===== config.mk =====
export PLATFORM = sky130hd
export DESIGN_NAME = cook_sequencer
export DESIGN_NICKNAME = d
export VERILOG_FILES = /design/src/rtl/cook_sequencer.sv
export SDC_FILE = /design/constraint.sdc
export NUM_CORES = 1
export LEC_CHECK = 0
export CAP_MARGIN = 20
export CELL_PAD_IN_SITES_DETAIL_PLACEMENT = 1
export CELL_PAD_IN_SITES_GLOBAL_PLACEMENT = 1
export CORE_AREA = 2 2 83 85
export CTS_CLUSTER_DIAMETER = 150
export CTS_CLUSTER_SIZE = 40
export DETAILED_ROUTE_END_ITERATION = 8
export DIE_AREA = 0 0 85 87
export PLACE_DENSITY = 0.84
export SYNTH_ARGS = -nofsm -noshare
export SYNTH_HDL_FRONTEND = slang
export SYNTH_SLANG_ARGS = --single-unit

===== constraint.sdc =====
create_clock -name clock -period 4.3 [get_ports clock]
set_input_delay 0.86 -clock clock [delete_from_list [all_inputs] [get_ports clock]]
set_output_delay 0.86 -clock clock [all_outputs]
set_load 0.02 [all_outputs]

===== src/rtl/cook_sequencer.sv =====
// Microwave cook-cycle controller: keypad entry into a BCD M:ST:SO timer, an
// IDLE/COOK/PAUSE/DONE sequence and a once-per-second countdown while cooking.
module cook_sequencer #(
  parameter int TICK_DIV = 100000,
  parameter int TICK_W   = 17
) (
  input  logic        clock,
  input  logic        reset,
  input  logic [9:0]  keypad,
  input  logic        startn,
  input  logic        stopn,
  input  logic        clearn,
  input  logic        door_closed,
  output logic [3:0]  mins,
  output logic [3:0]  sec_tens,
  output logic [3:0]  sec_ones,
  output logic        mag_on,
  output logic        done,
  output logic [1:0]  state
);

  typedef enum logic [1:0] {IDLE = 2'd0, COOK = 2'd1, PAUSE = 2'd2, DONE = 2'd3} state_t;

  state_t              state_q, state_d;
  logic [3:0]          mins_d, sec_tens_d, sec_ones_d;
  logic [TICK_W-1:0]   pre_q, pre_d;
  logic                startn_q, stopn_q, clearn_q;
  logic [9:0]          keypad_q;
  logic                start_ev, stop_ev, clear_ev, key_ev, key_onehot;
  logic [3:0]          key_digit;

  // Button history resets to "released" (high) so a button held through
  // reset does not fire an event when reset drops.
  assign start_ev   = startn_q & ~startn;
  assign stop_ev    = stopn_q  & ~stopn;
  assign clear_ev   = clearn_q & ~clearn;
  assign key_onehot = (keypad != 10'd0) && ((keypad & (keypad - 10'd1)) == 10'd0);
  assign key_ev     = (keypad_q == 10'd0) && key_onehot;

  always_comb begin
    key_digit = 4'd0;
    for (int i = 0; i < 10; i++) begin
      if (keypad[i]) key_digit = 4'(i);
    end
  end

  always_comb begin
    state_d    = state_q;
    mins_d     = mins;
    sec_tens_d = sec_tens;
    sec_ones_d = sec_ones;
    pre_d      = pre_q;
    if (clear_ev) begin
      state_d    = IDLE;
      mins_d     = 4'd0;
      sec_tens_d = 4'd0;
      sec_ones_d = 4'd0;
      pre_d      = '0;
    end else begin
      unique case (state_q)
        IDLE: begin
          if (stop_ev) begin
            state_d = IDLE;
          end else if (start_ev) begin
            if (door_closed && ({mins, sec_tens, sec_ones} != 12'd0)) begin
              state_d = COOK;
              pre_d   = '0;
            end
          end else if (key_ev) begin
            mins_d     = sec_tens;
            sec_tens_d = sec_ones;
            sec_ones_d = key_digit;
          end
        end
        COOK: begin
          // Pausing beats a coincident tick; the partial second is held.
          if (!door_closed || stop_ev) begin
            state_d = PAUSE;
          end else if (pre_q == TICK_W'(TICK_DIV - 1)) begin
            pre_d = '0;
            if (sec_ones != 4'd0) begin
              sec_ones_d = sec_ones - 4'd1;
            end else if (sec_tens != 4'd0) begin
              sec_tens_d = sec_tens - 4'd1;
              sec_ones_d = 4'd9;
            end else begin
              mins_d     = mins - 4'd1;
              sec_tens_d = 4'd5;
              sec_ones_d = 4'd9;
            end
            if ({mins_d, sec_tens_d, sec_ones_d} == 12'd0) state_d = DONE;
          end else begin
            pre_d = pre_q + TICK_W'(1);
          end
        end
        PAUSE: begin
          if (!door_closed) begin
            state_d = PAUSE;
          end else if (stop_ev) begin
            state_d = IDLE;
          end else if (start_ev) begin
            state_d = COOK;
            pre_d   = '0;
          end
        end
        DONE: begin
          if (!door_closed || stop_ev || start_ev || key_ev) state_d = IDLE;
        end
        default: state_d = IDLE;
      endcase
    end
  end

  always_ff @(posedge clock) begin
    if (reset) begin
      state_q  <= IDLE;
      mins     <= 4'd0;
      sec_tens <= 4'd0;
      sec_ones <= 4'd0;
      pre_q    <= '0;
      startn_q <= 1'b1;
      stopn_q  <= 1'b1;
      clearn_q <= 1'b1;
      keypad_q <= 10'd0;
      done     <= 1'b0;
    end else begin
      state_q  <= state_d;
      mins     <= mins_d;
      sec_tens <= sec_tens_d;
      sec_ones <= sec_ones_d;
      pre_q    <= pre_d;
      startn_q <= startn;
      stopn_q  <= stopn;
      clearn_q <= clearn;
      keypad_q <= keypad;
      done     <= (state_d == DONE);
    end
  end

  assign state  = state_q;
  assign mag_on = (state_q == COOK) && door_closed;

endmodule


* Yosys cells after proc, flatten, opt, wreduce, memory -nomap -nowiden
Cells that the tools add are included.
** Cells by class
- $add $sub $neg :: 5
- Equal/unequal tests :: 15
- Muxes and demuxes :: 65
- Bitwise operators :: 7
- Reduce and logical (&&, ||, !) cells :: 21
** Operators with widths (count)
- $mux 4 :: 40
- $mux 17 :: 8
- $pmux 17 s3 :: 1
- $pmux 4 s2 :: 3
- $mux 2 :: 11
- $logic_not 10->1 :: 2
- $ne 2x2->1 const B :: 10
- $add 17x1->17 const B :: 1
- $eq 17x17->1 const B :: 1
- $logic_not 12->1 :: 1
- $reduce_bool 12->1 :: 1
- $sub 4x1->4 const B :: 3
- $and 10x10->10 :: 1
- $reduce_bool 10->1 :: 1
- $sub 10x1->10 const B :: 1
- $pmux 2 s4 :: 1
- $reduce_and 8->1 :: 1
- $reduce_bool 4->1 :: 2
- $eq 2x2->1 const B :: 3
- $reduce_and 6->1 :: 1
- $logic_and 1x1->1 :: 4
- $and 1x1->1 :: 3
- $logic_or 1x1->1 :: 3
- $not 1->1 :: 3
- other kinds (7) :: 7
** Word-level totals
- Flip-flop bits (word level) :: 45
- Bits of input ports :: 16
- Output and inout bits :: 16
- Word-level logic and storage cells :: 123

* Logic depth before layout (Yosys ltp)
- Depth after elaboration :: 14
- Mapped depth :: 9
- Mapped depth without buffers :: 8

* Worst setup path after synthesis
OpenSTA, ideal clock, no wires.
- Kind :: input to register
- Start point :: input port stopn
- End point :: register pre_q[14]
- Setup time :: 0.073 ns
- Arrival time :: 2.453 ns
- Data required time :: 4.227 ns
- Slack :: 1.774 ns
- Stages :: 7
- Buffers on the path :: 1
- Cell sequence :: nand2b_1 > buf_2 > nand2_1 > o32ai_4 > nand4b_4 > or4_1 > a21oi_1
** Between the ends
- Word-level cells in the longest chain between the ends :: 5
- Elaborated cells between the ends (all ways) :: 7
- Those cells by class :: 3 x eq/ne; 2 x bitwise; 2 x reduce/logical
** RTL lines
- start, declared :: RTL line 11 : input logic stopn,
- $not 1->1 (*) :: RTL line 35 : assign stop_ev = stopn_q & ~stopn;
- $and 1x1->1 (*) :: RTL line 35
- $logic_or 1x1->1 :: RTL line 77 : if (!door_closed || stop_ev) begin
- $ne 2x2->1 (no line)
- $reduce_and 8->1 (no line) (*)
- end signal, assigned :: RTL line 131 : pre_q <= pre_d;
- end, declared :: RTL line 26 : logic [TICK_W-1:0] pre_q, pre_d;
Every way passes the cells marked *; elsewhere a longest branch is shown, timed or not.
A chain may end at the register's enable or synchronous reset.

* Final worst setup path
- Start point :: register state_q[1] (netlist: state[1])
- End point :: output port mag_on
** Between the ends
- Word-level cells in the longest chain between the ends :: 2
** RTL lines
- start, declared :: RTL line 24 : state_t state_q, state_d;
- start signal, assigned :: RTL line 127 : state_q <= state_d;
- $eq 2x1->1 :: RTL line 141 : assign mag_on = (state_q == COOK) && door_closed;
- $logic_and 1x1->1 :: RTL line 141
- end, declared :: RTL line 17 : output logic mag_on,
Every way passes these cells.

==> metrics.md <==
| Metric | Value |
|---|---|
| Total track usage | 24.9% |
| Area grow syn2layout | 15.7% |
| Die Wd | 85 um |
| CTS H-tree depth | 2 |
| Largest net degree at the start of global routing | 31 |
| Launch point of the worst path | state[1]$_SDFF_PP0_ |
| Antenna violations before repair | 0 |
| Crit path max-delay family | buffers and inverters |
| Compound-cell area share of the yosys netlist | 27.2% |
| Detailed placement HPWL | 6.34 mm |
| Pwr Density | 226 nW/um^2 |
| Final worst path period share | 75.2% |
| Final hold vios | 0 |
| Vias/cell | 6.36 |
| Vias in the first global route | 2,945 |
| DIE AREA | 7400 sq um |
| Most frequent cells in the layout | dfxtp_1, nor2_1, clkdlybuf4s50_1, o21ai_0, a21oi_1 |
| Warning count from the yosys run | 0 |
| Grt ovf | 0 |
| Hold_sp | pre_q[15]$_SDFFE_PP0P_ |
| Final Util | 51.4% |
| Startpoint types | flop |
| Starting Density | 44.4% |
| Max Cap Viol | 0 |
| Synth Area in Adders | 3.00% |
| Post-cts resize count | 0 |
| Post-synth ARST share | 0% |
| Antenna Cells | 0 |
| Post-Synth XOR/XNOR Area | 1.50% |
| Reg clk slew, reported paths | 0.08 ns |
| Syn_nets | 380 |
| Critical path capture point type | output port |
| Fin Clk Skew | 0.0105 ns |
| Syn avg cell area | 8.18 sq um |
| I/O Buffers | 31 |
| Hold-fix buffers, CTS | 0 |
| CTS Buf Count | 5 |
| RR Startpoint | state[1]$_SDFF_PP0_ |
| WS Path Type | flop to output port |
| Critical Path RT | 3.44 ns |
| Tightest Pin Transition | 0.686 ns |
| Rel. slew slack | 53.9% |
| DR vias | 2,952 |
| Post-synth EDFFs | 0 |
| Routability congestion estimate | 0.873 |
| Final Setup Violations | 0 |
| DR WL/cell | 18.8 um |
| Root Buffer | clkbuf_8 |
| Worst EP arrival | 2.37 ns |
| CTS tree | built |
| Pleak | 1.19 nW |
| Largest family of logic cells by synthesized area | simple AND/OR/NAND/NOR gates |
| Fin crit period | 3.23 ns |
| Worst path bufs/invs | 3 |
| Post-CTS Setup Bufs | 0 |
| Status | complete, no violations |
| Worst IR drop on VDD | 0.000142 V |
| Slew Viols, Final | 0 |
| Routed Antenna Nets | 0 |
| Mux share of post-synthesis cell area | 0% |
| # IOs | 32 |
| CORE AREA | 6570 sq um |
| Post-Synth Simple-Gate Area | 33.7% |
| Crit path cell chain | inv_1 -> ha_1 -> clkinv_1 -> nor2_1 -> clkdlybuf4s50_1 |
| Post-Syn Instances | 357 |
| Tot Pwr | 764 uW |
| Final #Nets | 407 |
| Seq cells post-synth | 45 |
| Clock sinks | 45 |
| RSZ-0062 raised after global routing | false |
| Most common cell after layout, fill and taps aside | dfxtp_1 |
| Sequential area share after synthesis | 30.9% |
| DRC | 0 |
| Layout cell share with drive strength beyond 1 | 8.59% |
| Fin Setup TNS | 0 ns |
| Clk Latency, worst-skew pair | 0.30 ns |
| # rows | 30 |
| 1st-iter DRT viols | 225 |
| Die Ht | 87 um |
| Worst path max stage delay | 0.63 ns |
| Global-route wire length before repair | 15.0 mm |
| Detailed Route WL | 8.72 mm |
| CTS Buffer Depth | 2 |
| Max Fclk | 309 MHz |
| Post-synthesis cell type count | 75 |
| Slowest CP cell | clkdlybuf4s50_1 |
| Primary FF master, synth | dfxtp_1 |
| Cell area after synthesis | 2920 sq um |
| Min-delay worst type | flop to flop |
| Drt pass-1 iters | 4 |
| Critical Path Fanout Max | 18 |
## where the power goes
group | internal, mW | switching (mW) | total, mW
logic | 0.0271 | 0.0411 | 0.0682
clock network | 0.128 | 0.143 | 0.271
registers | 0.423 | 0.00192 | 0.425
total | 0.578 | 0.187 | 0.764
## worst reg2reg max path: cells and delay by family, from the launching register on
kind / cells / cell delay, ns
compound gates: 3 / 1.31
fa+ha+maj: 1 / 0.44
simple gates: 2 / 0.40
flops: 1 / 0.39
buf+inv: 1 / 0.14
## per-layer routing
metal	track usage [%]	vias up	wire (um)
met5	0	-	0
met4	7.36	0	133
met3	2.46	13	326
met2	39.8	75	4040
met1	35.7	1458	4220
li1	-	1406	-
## per-stage QoR
step / std cells / hold slack [ns] / setup slack [ns] / instance area, sq um
6_report: 464 / 0.467 / 1.07 / 3380
5_1_grt: 464 / 0.496 / 0.867 / 3380
4_1_cts: 464 / 0.479 / 1.07 / 3380
3_5_place_dp: 457 / 0.466 / 0.928 / 3290
3_3_place_gp: 457 / 0.467 / 1.02 / 3290
2_1_floorplan: 357 / 0.427 / 1.77 / 2920
## registers in the layout (all words and copies together) (netlist names)
signal,flops
pre_q,17
keypad_q,10
mins,4
sec_ones,4
sec_tens,4
state,2
clearn_q,1
done,1
startn_q,1
stopn_q,1
## cells in the mapped netlist (4+ instances only)
library cell	instances	area, sq um
a21oi_1	25	125
a31oi_1	5	31.3
and3_1	8	50.1
clkbuf_1	10	37.5
dfxtp_1	45	901
ha_1	7	87.6
inv_1	14	52.6
nand2_1	17	63.8
nand2b_1	5	31.3
nand3_1	17	85.1
nand4_1	8	50.1
nor2_1	32	120
nor2b_1	9	56.3
nor3_1	11	55.1
nor3b_1	5	37.5
o211a_1	4	40.0
o211ai_1	4	30.0
o21a_1	4	30.0
o21ai_0	26	130
o31ai_1	4	30.0
or2_2	4	25.0
or3_1	6	37.5
or4_1	6	45.0
xor2_1	4	35.0
## cell families after synthesis
family                     count (synthesis)
and+or+nand+nor                          160
AOI/OAI and AO/OA                        112
DFF                                       45
buffers and inverters                     28
adders and majority gates                  7
xor gates and xnor gates                   5
## path summary, 6_finish.rpt
| check | end | slack [ns] | cells past startpoint |
|---|---|---|---|
| worst max-delay path | mag_on | 1.07 | 5 |
| worst min-delay path | pre_q[15]$_SDFFE_PP0P_ | 0.47 | 1 |
| worst max register to register | pre_q[12]$_SDFFE_PP0P_ | 1.50 | 7 |
| worst min register to register | pre_q[15]$_SDFFE_PP0P_ | 0.47 | 1 |
## final cells by class
class | count | area, sq um
fill | 806 | 3190
multi-input combinational | 284 | 1910
sequential | 45 | 901
timing repair buffer | 33 | 325
tap | 80 | 100
clock buffer | 7 | 86.3
inverter | 15 | 56.3
Note: power is estimated with default switching activity, not from simulation.
